[src/rtl/tx_scheduler_pkg.sv]
// ---------------------------------------------------------------------------
// tx_sched_pkg
// Shared types for the transmit scheduler and its round-robin arbiter.
//   state_t : scheduler FSM states
//   grant_t : which requester won the most recent arbitration
//   kind_t  : what the byte currently in flight is (header, ADC payload, GEN)
// ---------------------------------------------------------------------------
package tx_sched_pkg;

  typedef enum logic [2:0] {
    IDLE    = 3'd0,
    HDR     = 3'd1,
    A_FETCH = 3'd2,
    A_LOAD  = 3'd3,
    G_FETCH = 3'd4,
    G_LOAD  = 3'd5,
    SEND    = 3'd6,
    WAIT    = 3'd7
  } state_t;

  typedef enum logic {
    GRANT_ADC = 1'b0,
    GRANT_GEN = 1'b1
  } grant_t;

  // The WAIT exit decision depends on what was just sent, so the byte
  // class is remembered from the moment it is chosen until WAIT ends.
  typedef enum logic [1:0] {
    KIND_HDR = 2'd0,
    KIND_ADC = 2'd1,
    KIND_GEN = 2'd2
  } kind_t;

endpackage

[src/rtl/tx_scheduler_if.sv]
// ---------------------------------------------------------------------------
// tx_scheduler_if
// Bundles the two FIFO read ports, the UART transmitter handshake and the
// status outputs of the scheduler.
//   master : the scheduler side (drives read strobes, TxStart/TxData, status)
//   slave  : the environment side (FIFOs and transmitter)
// Signals:
//   AdcEmpty/AdcData/AdcRd : ADC FIFO, data valid the cycle after AdcRd
//   GenEmpty/GenData/GenRd : general FIFO, data valid the cycle after GenRd
//   TxBusy/TxStart/TxData  : transmitter handshake
//   StreamActive           : high for the duration of an ADC burst
//   AdcByteCount           : running count of ADC payload bytes sent
// ---------------------------------------------------------------------------
interface tx_scheduler_if;

  logic        AdcEmpty;
  logic [7:0]  AdcData;
  logic        AdcRd;
  logic        GenEmpty;
  logic [7:0]  GenData;
  logic        GenRd;
  logic        TxBusy;
  logic        TxStart;
  logic [7:0]  TxData;
  logic        StreamActive;
  logic [15:0] AdcByteCount;

  modport master (
    input  AdcEmpty, AdcData, GenEmpty, GenData, TxBusy,
    output AdcRd, GenRd, TxStart, TxData, StreamActive, AdcByteCount
  );

  modport slave (
    output AdcEmpty, AdcData, GenEmpty, GenData, TxBusy,
    input  AdcRd, GenRd, TxStart, TxData, StreamActive, AdcByteCount
  );

endinterface

[src/rtl/tx_scheduler_rr_arb2.sv]
// ---------------------------------------------------------------------------
// rr_arb2
// Two-requester round-robin arbiter. The grant is purely combinational;
// the last_grant register only advances when the caller says an
// arbitration is actually being taken (update high).
// Ports:
//   clk, rst   : clock and async active-high reset
//   adc_req    : ADC requester wants service
//   gen_req    : general requester wants service
//   update     : accept the current grant and remember the winner
//   grant_adc  : ADC wins this arbitration
//   grant_gen  : GEN wins this arbitration
// ---------------------------------------------------------------------------
module rr_arb2
  import tx_sched_pkg::*;
(
  input  logic clk,
  input  logic rst,
  input  logic adc_req,
  input  logic gen_req,
  input  logic update,
  output logic grant_adc,
  output logic grant_gen
);

  grant_t last_grant;

  // ADC wins when it is alone or when GEN had the previous turn; GEN takes
  // whatever ADC does not. The two grants are mutually exclusive by design.
  always_comb begin
    grant_adc = adc_req && (!gen_req || (last_grant == GRANT_GEN));
    grant_gen = gen_req && !grant_adc;
  end

  // Reset favours ADC on the very first contested arbitration.
  always_ff @(posedge clk or posedge rst) begin
    if (rst) begin
      last_grant <= GRANT_GEN;
    end else if (update) begin
      if (grant_adc) begin
        last_grant <= GRANT_ADC;
      end else if (grant_gen) begin
        last_grant <= GRANT_GEN;
      end
    end
  end

endmodule

[src/rtl/tx_scheduler.sv]
// ---------------------------------------------------------------------------
// tx_scheduler
// Feeds a single UART transmitter from two FIFOs. ADC data goes out in
// framed bursts (HDR_BYTE followed by up to BURST_LEN payload bytes);
// general-FIFO bytes go out one at a time between bursts. The two sources
// alternate round-robin whenever both are waiting.
// Parameters:
//   BURST_LEN : maximum ADC payload bytes per burst (1..255)
//   HDR_BYTE  : framing byte sent before each ADC burst
// Ports:
//   Clock, Reset : system clock, async active-high reset
//   bus          : tx_scheduler_if.master (FIFO reads, transmitter, status)
// ---------------------------------------------------------------------------
module tx_scheduler
  import tx_sched_pkg::*;
#(
  parameter int         BURST_LEN = 16,
  parameter logic [7:0] HDR_BYTE  = 8'hA5
)(
  input  logic          Clock,
  input  logic          Reset,
  tx_scheduler_if.master bus
);

  localparam logic [8:0] BURST_LIMIT = 9'(BURST_LEN);

  state_t      state;
  state_t      next_state;
  kind_t       kind;
  logic [7:0]  burst_cnt;
  logic [8:0]  cnt_next;
  logic [7:0]  tx_data;
  logic [15:0] adc_byte_count;
  logic        stream_active;
  logic        adc_rd;
  logic        gen_rd;
  logic        tx_start;
  logic        adc_rd_q;
  logic        gen_rd_q;
  logic        wait_first;
  logic        grant_adc;
  logic        grant_gen;

  // Arbitration is only consumed while sitting in IDLE; requests that show
  // up mid-burst simply wait for the next IDLE visit.
  rr_arb2 u_arb (
    .clk       (Clock),
    .rst       (Reset),
    .adc_req   (!bus.AdcEmpty),
    .gen_req   (!bus.GenEmpty),
    .update    (state == IDLE),
    .grant_adc (grant_adc),
    .grant_gen (grant_gen)
  );

  // Burst count as it will be once the byte now in WAIT is retired; only
  // ADC payload bytes count toward the burst length, never the header.
  assign cnt_next = {1'b0, burst_cnt} + {8'd0, (kind == KIND_ADC)};

  // Next-state and strobe decode. Every state that leads into SEND holds
  // off while the transmitter is busy, and SEND itself only fires when the
  // transmitter is free, so TxStart can never overlap TxBusy. Fetch states
  // re-check Empty so a read strobe never hits an empty FIFO.
  always_comb begin
    next_state = state;
    adc_rd     = 1'b0;
    gen_rd     = 1'b0;
    tx_start   = 1'b0;
    case (state)
      IDLE: begin
        if (grant_adc) begin
          next_state = HDR;
        end else if (grant_gen) begin
          next_state = G_FETCH;
        end
      end
      HDR: begin
        if (!bus.TxBusy) begin
          next_state = SEND;
        end
      end
      A_FETCH: begin
        if (bus.AdcEmpty) begin
          next_state = IDLE;
        end else begin
          adc_rd     = 1'b1;
          next_state = A_LOAD;
        end
      end
      A_LOAD: begin
        if (!bus.TxBusy) begin
          next_state = SEND;
        end
      end
      G_FETCH: begin
        if (bus.GenEmpty) begin
          next_state = IDLE;
        end else begin
          gen_rd     = 1'b1;
          next_state = G_LOAD;
        end
      end
      G_LOAD: begin
        if (!bus.TxBusy) begin
          next_state = SEND;
        end
      end
      SEND: begin
        if (!bus.TxBusy) begin
          tx_start   = 1'b1;
          next_state = WAIT;
        end
      end
      WAIT: begin
        // The transmitter raises TxBusy a cycle after TxStart, so the
        // first WAIT cycle must not treat a low TxBusy as "done".
        if (!wait_first && !bus.TxBusy) begin
          if ((kind != KIND_GEN) && (cnt_next < BURST_LIMIT) && !bus.AdcEmpty) begin
            next_state = A_FETCH;
          end else begin
            next_state = IDLE;
          end
        end
      end
      default: begin
        next_state = IDLE;
      end
    endcase
  end

  // State register plus the one-cycle-delayed read strobes, which mark the
  // single cycle in which the FIFO data output is known to be valid.
  always_ff @(posedge Clock or posedge Reset) begin
    if (Reset) begin
      state      <= IDLE;
      adc_rd_q   <= 1'b0;
      gen_rd_q   <= 1'b0;
      wait_first <= 1'b0;
    end else begin
      state      <= next_state;
      adc_rd_q   <= adc_rd;
      gen_rd_q   <= gen_rd;
      wait_first <= tx_start;
    end
  end

  // Datapath: byte class tracking, the transmit data register and the
  // burst/total counters. TxData is only loaded in HDR or in the load state
  // on the cycle right after a read, so it stays put while waiting.
  always_ff @(posedge Clock or posedge Reset) begin
    if (Reset) begin
      kind           <= KIND_HDR;
      burst_cnt      <= 8'd0;
      tx_data        <= 8'd0;
      adc_byte_count <= 16'd0;
    end else begin
      if (state == IDLE && grant_adc) begin
        kind      <= KIND_HDR;
        burst_cnt <= 8'd0;
      end else if (state == IDLE && grant_gen) begin
        kind <= KIND_GEN;
      end
      if (state == HDR) begin
        tx_data <= HDR_BYTE;
      end
      if (adc_rd) begin
        kind <= KIND_ADC;
      end
      if (state == A_LOAD && adc_rd_q) begin
        tx_data <= bus.AdcData;
      end
      if (state == G_LOAD && gen_rd_q) begin
        tx_data <= bus.GenData;
      end
      if (state == WAIT && next_state != WAIT && kind == KIND_ADC) begin
        burst_cnt      <= cnt_next[7:0];
        adc_byte_count <= adc_byte_count + 16'd1;
      end
    end
  end

  // StreamActive rises together with the header's SEND and falls on the
  // way back to IDLE, covering the whole framed burst.
  always_ff @(posedge Clock or posedge Reset) begin
    if (Reset) begin
      stream_active <= 1'b0;
    end else if (next_state == IDLE) begin
      stream_active <= 1'b0;
    end else if (state == HDR && next_state == SEND) begin
      stream_active <= 1'b1;
    end
  end

  assign bus.AdcRd        = adc_rd;
  assign bus.GenRd        = gen_rd;
  assign bus.TxStart      = tx_start;
  assign bus.TxData       = tx_data;
  assign bus.StreamActive = stream_active;
  assign bus.AdcByteCount = adc_byte_count;

endmodule
[src/flat_wrapper.sv]
// flat-port wrapper written by rule: the top's interface ports become plain ports
module tx_scheduler_flat import tx_sched_pkg::*;
#(
  parameter int         BURST_LEN = 16,
  parameter logic [7:0] HDR_BYTE  = 8'hA5
)
  (Clock, Reset, bus_AdcEmpty, bus_AdcData, bus_GenEmpty, bus_GenData, bus_TxBusy, bus_AdcRd, bus_GenRd, bus_TxStart, bus_TxData, bus_StreamActive, bus_AdcByteCount);
  tx_scheduler_if bus_i ();
  input  logic Clock;
  input  logic Reset;
  input wire logic [$bits(bus_i.AdcEmpty)-1:0] bus_AdcEmpty;
  input wire logic [$bits(bus_i.AdcData)-1:0] bus_AdcData;
  input wire logic [$bits(bus_i.GenEmpty)-1:0] bus_GenEmpty;
  input wire logic [$bits(bus_i.GenData)-1:0] bus_GenData;
  input wire logic [$bits(bus_i.TxBusy)-1:0] bus_TxBusy;
  output wire logic [$bits(bus_i.AdcRd)-1:0] bus_AdcRd;
  output wire logic [$bits(bus_i.GenRd)-1:0] bus_GenRd;
  output wire logic [$bits(bus_i.TxStart)-1:0] bus_TxStart;
  output wire logic [$bits(bus_i.TxData)-1:0] bus_TxData;
  output wire logic [$bits(bus_i.StreamActive)-1:0] bus_StreamActive;
  output wire logic [$bits(bus_i.AdcByteCount)-1:0] bus_AdcByteCount;
  assign bus_i.AdcEmpty = bus_AdcEmpty;
  assign bus_i.AdcData = bus_AdcData;
  assign bus_i.GenEmpty = bus_GenEmpty;
  assign bus_i.GenData = bus_GenData;
  assign bus_i.TxBusy = bus_TxBusy;
  assign bus_AdcRd = bus_i.AdcRd;
  assign bus_GenRd = bus_i.GenRd;
  assign bus_TxStart = bus_i.TxStart;
  assign bus_TxData = bus_i.TxData;
  assign bus_StreamActive = bus_i.StreamActive;
  assign bus_AdcByteCount = bus_i.AdcByteCount;
  tx_scheduler #(.BURST_LEN(BURST_LEN), .HDR_BYTE(HDR_BYTE)) u_core (.Clock(Clock), .Reset(Reset), .bus(bus_i));
endmodule
[config.mk]
export PLATFORM = sky130hd
export DESIGN_NAME = tx_scheduler_flat
export DESIGN_NICKNAME = d
export VERILOG_FILES = /design/src/rtl/tx_scheduler_pkg.sv /design/src/rtl/tx_scheduler_if.sv /design/src/rtl/tx_scheduler_rr_arb2.sv /design/src/rtl/tx_scheduler.sv /design/src/flat_wrapper.sv
export SDC_FILE = /design/constraint.sdc
export NUM_CORES = 1
export LEC_CHECK = 0
export CORE_MARGIN = 2
export CORE_UTILIZATION = 49
export CTS_CLUSTER_SIZE = 8
export DETAILED_ROUTE_END_ITERATION = 7
export GPL_TIMING_DRIVEN = 0
export PLACE_DENSITY = 0.79
export SETUP_SLACK_MARGIN = 0.3
export SLEW_MARGIN = 20
export SYNTH_ARGS = -nofsm -noshare
export SYNTH_HDL_FRONTEND = slang
export SYNTH_SLANG_ARGS = --single-unit
[constraint.sdc]
create_clock -name Clock -period 2.4 [get_ports Clock]
set_input_delay 0.36 -clock Clock [delete_from_list [all_inputs] [get_ports Clock]]
set_output_delay 0.36 -clock Clock [all_outputs]
set_load 0.05 [all_outputs]
==> metrics.txt <==
# TYPE chip_impl_metric gauge
chip_impl_metric{name="report.final.hold_viol_count",unit=""} 0
chip_impl_metric{name="final_cells",unit=""} 316
chip_impl_metric{name="groute.layer.met2.usage",unit="%"} 34.74
chip_impl_metric{name="n_antenna_cell",unit=""} 0
chip_impl_metric{name="chip_height",unit="um"} 68.69
chip_impl_metric{name="dr.pass1.iters",unit=""} 4
chip_impl_metric{name="cts.clk_slew.worst_paths",unit="ps"} 80
chip_impl_metric{name="max_clock_freq",unit="MHz"} 483.0
chip_impl_metric{name="die_width",unit="um"} 68.69
chip_impl_info{name="worst_hold_path_type",value="input port to async pin"} 1
chip_impl_info{name="postSynth.topFlopCell",value="dfrtp_1"} 1
chip_impl_metric{name="first_iter_violations",unit=""} 135
chip_impl_metric{name="vdd.ir_drop.worst",unit="mV"} 0.7922
chip_impl_metric{name="drtAntennaViolNets",unit=""} 0
chip_impl_metric{name="grt_start_max_net_pins",unit=""} 35
chip_impl_metric{name="power_per_cell_area",unit="nW/um^2"} 1069
chip_impl_metric{name="grt_pass1_wl",unit="um"} 7521
chip_impl_info{name="ys_top_cells_by_area",value="dfrtp_1 50%, xnor2_1 6.8%, nand2_1 4.2%"} 1
chip_impl_metric{name="syn_area_per_cell",unit="um^2"} 9.812
chip_impl_metric{name="finalMaxSlewViolations",unit=""} 0
chip_impl_metric{name="total_grt_overflow",unit=""} 0
chip_impl_metric{name="max-cap-violations",unit=""} 0
chip_impl_metric{name="first_global_vias",unit=""} 1669
chip_impl_metric{name="setup-tns-final",unit="ps"} 0
chip_impl_metric{name="worst_clock_skew",unit="ps"} 8.579
chip_impl_metric{name="final_min_period_over_clock_period",unit="%"} 86.27
chip_impl_metric{name="numCtsBuffers",unit=""} 5
chip_impl_metric{name="fin_area",unit="um^2"} 2799
chip_impl_metric{name="async_flop_share",unit="%"} 100.0
chip_impl_metric{name="die_area",unit="um^2"} 4718
chip_impl_metric{name="clkSinkCount",unit=""} 42
chip_impl_info{name="clockRootBuffer",value="clkbuf_8"} 1
chip_impl_metric{name="post_dp_hpwl",unit="um"} 3272
chip_impl_metric{name="setup_viol",unit=""} 0
chip_impl_metric{name="floorplan.initialDensity",unit="%"} 51.27
chip_impl_metric{name="static-leakage-power",unit="nW"} 1.228
chip_impl_metric{name="dr_vias_cell",unit=""} 5.532
chip_impl_metric{name="filler_cell_count",unit=""} 309
chip_impl_info{name="criticalPathCategory",value="register to register"} 1
chip_impl_metric{name="ys_seq_elements",unit=""} 42
chip_impl_metric{name="timing_worst_slew_pin_value",unit="ps"} 513.1
chip_impl_metric{name="antenna_found_initial",unit=""} 0
chip_impl_metric{name="detail_route.drc_violations",unit=""} 0
chip_impl_metric{name="cts_htree_levels",unit=""} 2
chip_impl_metric{name="synth_sequential_area_ratio",unit="%"} 51.31
chip_impl_metric{name="grt.total_usage",unit="%"} 21.66
chip_impl_metric{name="detailed_place.area",unit="um^2"} 2628
chip_impl_metric{name="synth_net_count",unit=""} 233
chip_impl_metric{name="crit_path_max_fanout",unit=""} 4
chip_impl_metric{name="synthDominantCellAreaShare",unit="%"} 50.03
chip_impl_metric{name="clkLatencyLatePin",unit="ps"} 300
chip_impl_info{name="unrepaired_setup_endpoints_after_global_routing",value="true"} 1
chip_impl_metric{name="use_met1",unit="%"} 27.92
chip_impl_metric{name="yosys_warning_total",unit=""} 0
chip_impl_metric{name="power.total",unit="mW"} 2.991
chip_impl_metric{name="cts.path.max_buffers",unit=""} 2
chip_impl_info{name="crit_path_start_kind",value="register"} 1
chip_impl_metric{name="totalWireLength",unit="um"} 4673
chip_impl_metric{name="max-slew-margin-rel",unit="%"} 65.69
chip_impl_metric{name="cts_setup_buffers",unit=""} 0
chip_impl_metric{name="synth_enable_flop_cells",unit=""} 0
chip_impl_info{name="tritoncts",value="done"} 1
chip_impl_metric{name="fp-row-count",unit=""} 23
chip_impl_metric{name="post_route_cells_drive_above_1_share",unit="%"} 13.16
chip_impl_metric{name="placeableCoreArea",unit="um^2"} 4000
chip_impl_metric{name="arrival",unit="ps"} 2290
chip_impl_metric{name="ys_types",unit=""} 40
chip_impl_metric{name="area_growth",unit="%"} 36.49
chip_impl_metric{name="synth.cell_area",unit="um^2"} 2051
chip_impl_metric{name="ioPinCount",unit=""} 49
chip_impl_metric{name="area.sequential",unit="um^2"} 1052
chip_impl_metric{name="worstPathRequired",unit="ps"} 2620
chip_impl_metric{name="global_route.usage.met3",unit="%"} 4.545
chip_impl_metric{name="routed_wire_length_per_instance",unit="um"} 14.79
chip_impl_metric{name="multi_input_comb_area",unit="um^2"} 955.9
chip_impl_metric{name="fin_nets",unit=""} 289
chip_impl_info{name="gr-max-usage-layer",value="met2"} 1
chip_impl_metric{name="period_needed",unit="ps"} 2070
chip_impl_info{name="outcome",value="finished clean"} 1
chip_impl_metric{name="post-place-cells",unit=""} 308
chip_impl_metric{name="portbufs",unit=""} 48
chip_impl_metric{name="post_synth_inst_count",unit=""} 209
chip_impl_metric{name="place_congestion",unit=""} 0.8686
chip_impl_info{name="synth_top_cell_by_area",value="dfrtp_1"} 1
chip_impl_info{name="cp-end-kind",value="register"} 1
chip_impl_metric{name="route.vias.total",unit=""} 1748
chip_impl_metric{name="rrSetupSlack",unit="ps"} 330
critical path, cell delays in order (launching register included):
cell and delay, ps:
dfrtp_1 420, nor2_2 160, ha_1 180, ha_1 230, nand3_2 130, mux2_2 320
o41ai_4 350, o31ai_1 100, o31ai_1 70
layout make-up:
cell class / count / share of cell area (%)
Inverter: 12 / 1.609
Clock inverter: 3 / 1.430
Tap cell: 50 / 2.235
Multi-Input combinational cell: 147 / 34.15
Clock buffer: 5 / 2.459
Sequential cell: 42 / 37.60
Buffer: 8 / 2.503
Timing Repair Buffer: 49 / 18.02
cell usage in the layout, fill, tap and decap left out, types with 6 or more instances in the layout:
master	netlist	final
clkdlybuf4s50_1	0	44
o21ai_1	7	7
nor2_1	19	16
o22ai_1	6	6
dfrtp_1	41	41
and3_1	6	6
xnor2_1	16	16
nand3_1	16	15
nand2_1	23	23
inv_1	12	11
stage by stage:
step           setup slack, ps  util, %  hold WS, ps
4_1_cts                  262.1    68.63        276.7
5_1_grt                  224.9    69.97        296.8
6_report                 329.6    69.97        274.7
2_1_floorplan            355.5        -        471.8
3_3_place_gp            -215.6    65.19        463.8
3_5_place_dp            -210.4    65.69        479.0
where the power goes:
part	switching, mW	total [mW]	internal [mW]
Clock	0.254	0.560	0.306
Sequential	0.113	0.999	0.886
Combinational	0.898	1.43	0.534
Total	1.26	2.99	1.73
synthesized netlist by cell type (2+ instances only):
| master | number |
|---|---|
| a21oi_1 | 5 |
| a222oi_1 | 4 |
| a22o_1 | 2 |
| and3_1 | 6 |
| buf_2 | 2 |
| buf_6 | 3 |
| clkbuf_1 | 3 |
| dfrtp_1 | 41 |
| ha_1 | 3 |
| inv_1 | 12 |
| nand2_1 | 23 |
| nand2b_1 | 3 |
| nand3_1 | 16 |
| nand4_1 | 4 |
| nor2_1 | 19 |
| nor3_1 | 5 |
| o21ai_0 | 4 |
| o21ai_1 | 7 |
| o22ai_1 | 6 |
| o31ai_1 | 3 |
| or3_1 | 3 |
| xnor2_1 | 16 |
| xor2_1 | 2 |
routing by layer:
| metal | vias up | wire [um] |
|---|---|---|
| met3 | 7 | 211 |
| met5 | - | 0 |
| li1 | 848 | - |
| met1 | 849 | 2127 |
| met4 | 0 | 87 |
| met2 | 44 | 2246 |
path summary, 6_finish.rpt:
path / startpoint / endpoint / depth (start not counted)
worst max-delay path: u_core.kind[1]$_DFFE_PP0P_ / u_core.bus.StreamActive$_DFFE_PP0P_ / 8
worst min-delay path: Reset / u_core.bus.AdcByteCount[11]$_DFFE_PP0P_ / 2
worst max register to register: u_core.kind[1]$_DFFE_PP0P_ / u_core.bus.StreamActive$_DFFE_PP0P_ / 8
worst min register to register: u_core.bus.AdcByteCount[15]$_DFFE_PP0P_ / u_core.bus.AdcByteCount[15]$_DFFE_PP0P_ / 1
max in group asynchronous: Reset / u_core.u_arb.last_grant$_DFFE_PP1P_ / 3
min in group Clock: bus_AdcEmpty / u_core.kind[0]$_DFFE_PP0P_ / 3
registers in the layout (all words and copies together) (netlist names):
signal                   flops
u_core.u_arb.last_grant      1
u_core.bus.StreamActive      1
u_core.burst_cnt             8
u_core.state                 3
u_core.bus.TxData            8
u_core.adc_rd_q              1
u_core.gen_rd_q              1
u_core.wait_first            1
u_core.kind                  2
u_core.bus.AdcByteCount     16
cell families after synthesis:
logic type	synth area share, %
mux	0.5491
buf+inv	4.881
xor+xnor	7.688
flops	51.31
simple gates	20.56
compound gates	13.18
fa+ha+maj	1.831
what timing repair did:
action	CTS	global route
gates resized for setup	21	16
setup endpoints to repair	4	7
hold buffers	0	0
pin swaps	0	1
(Power assumes the default switching activity.)
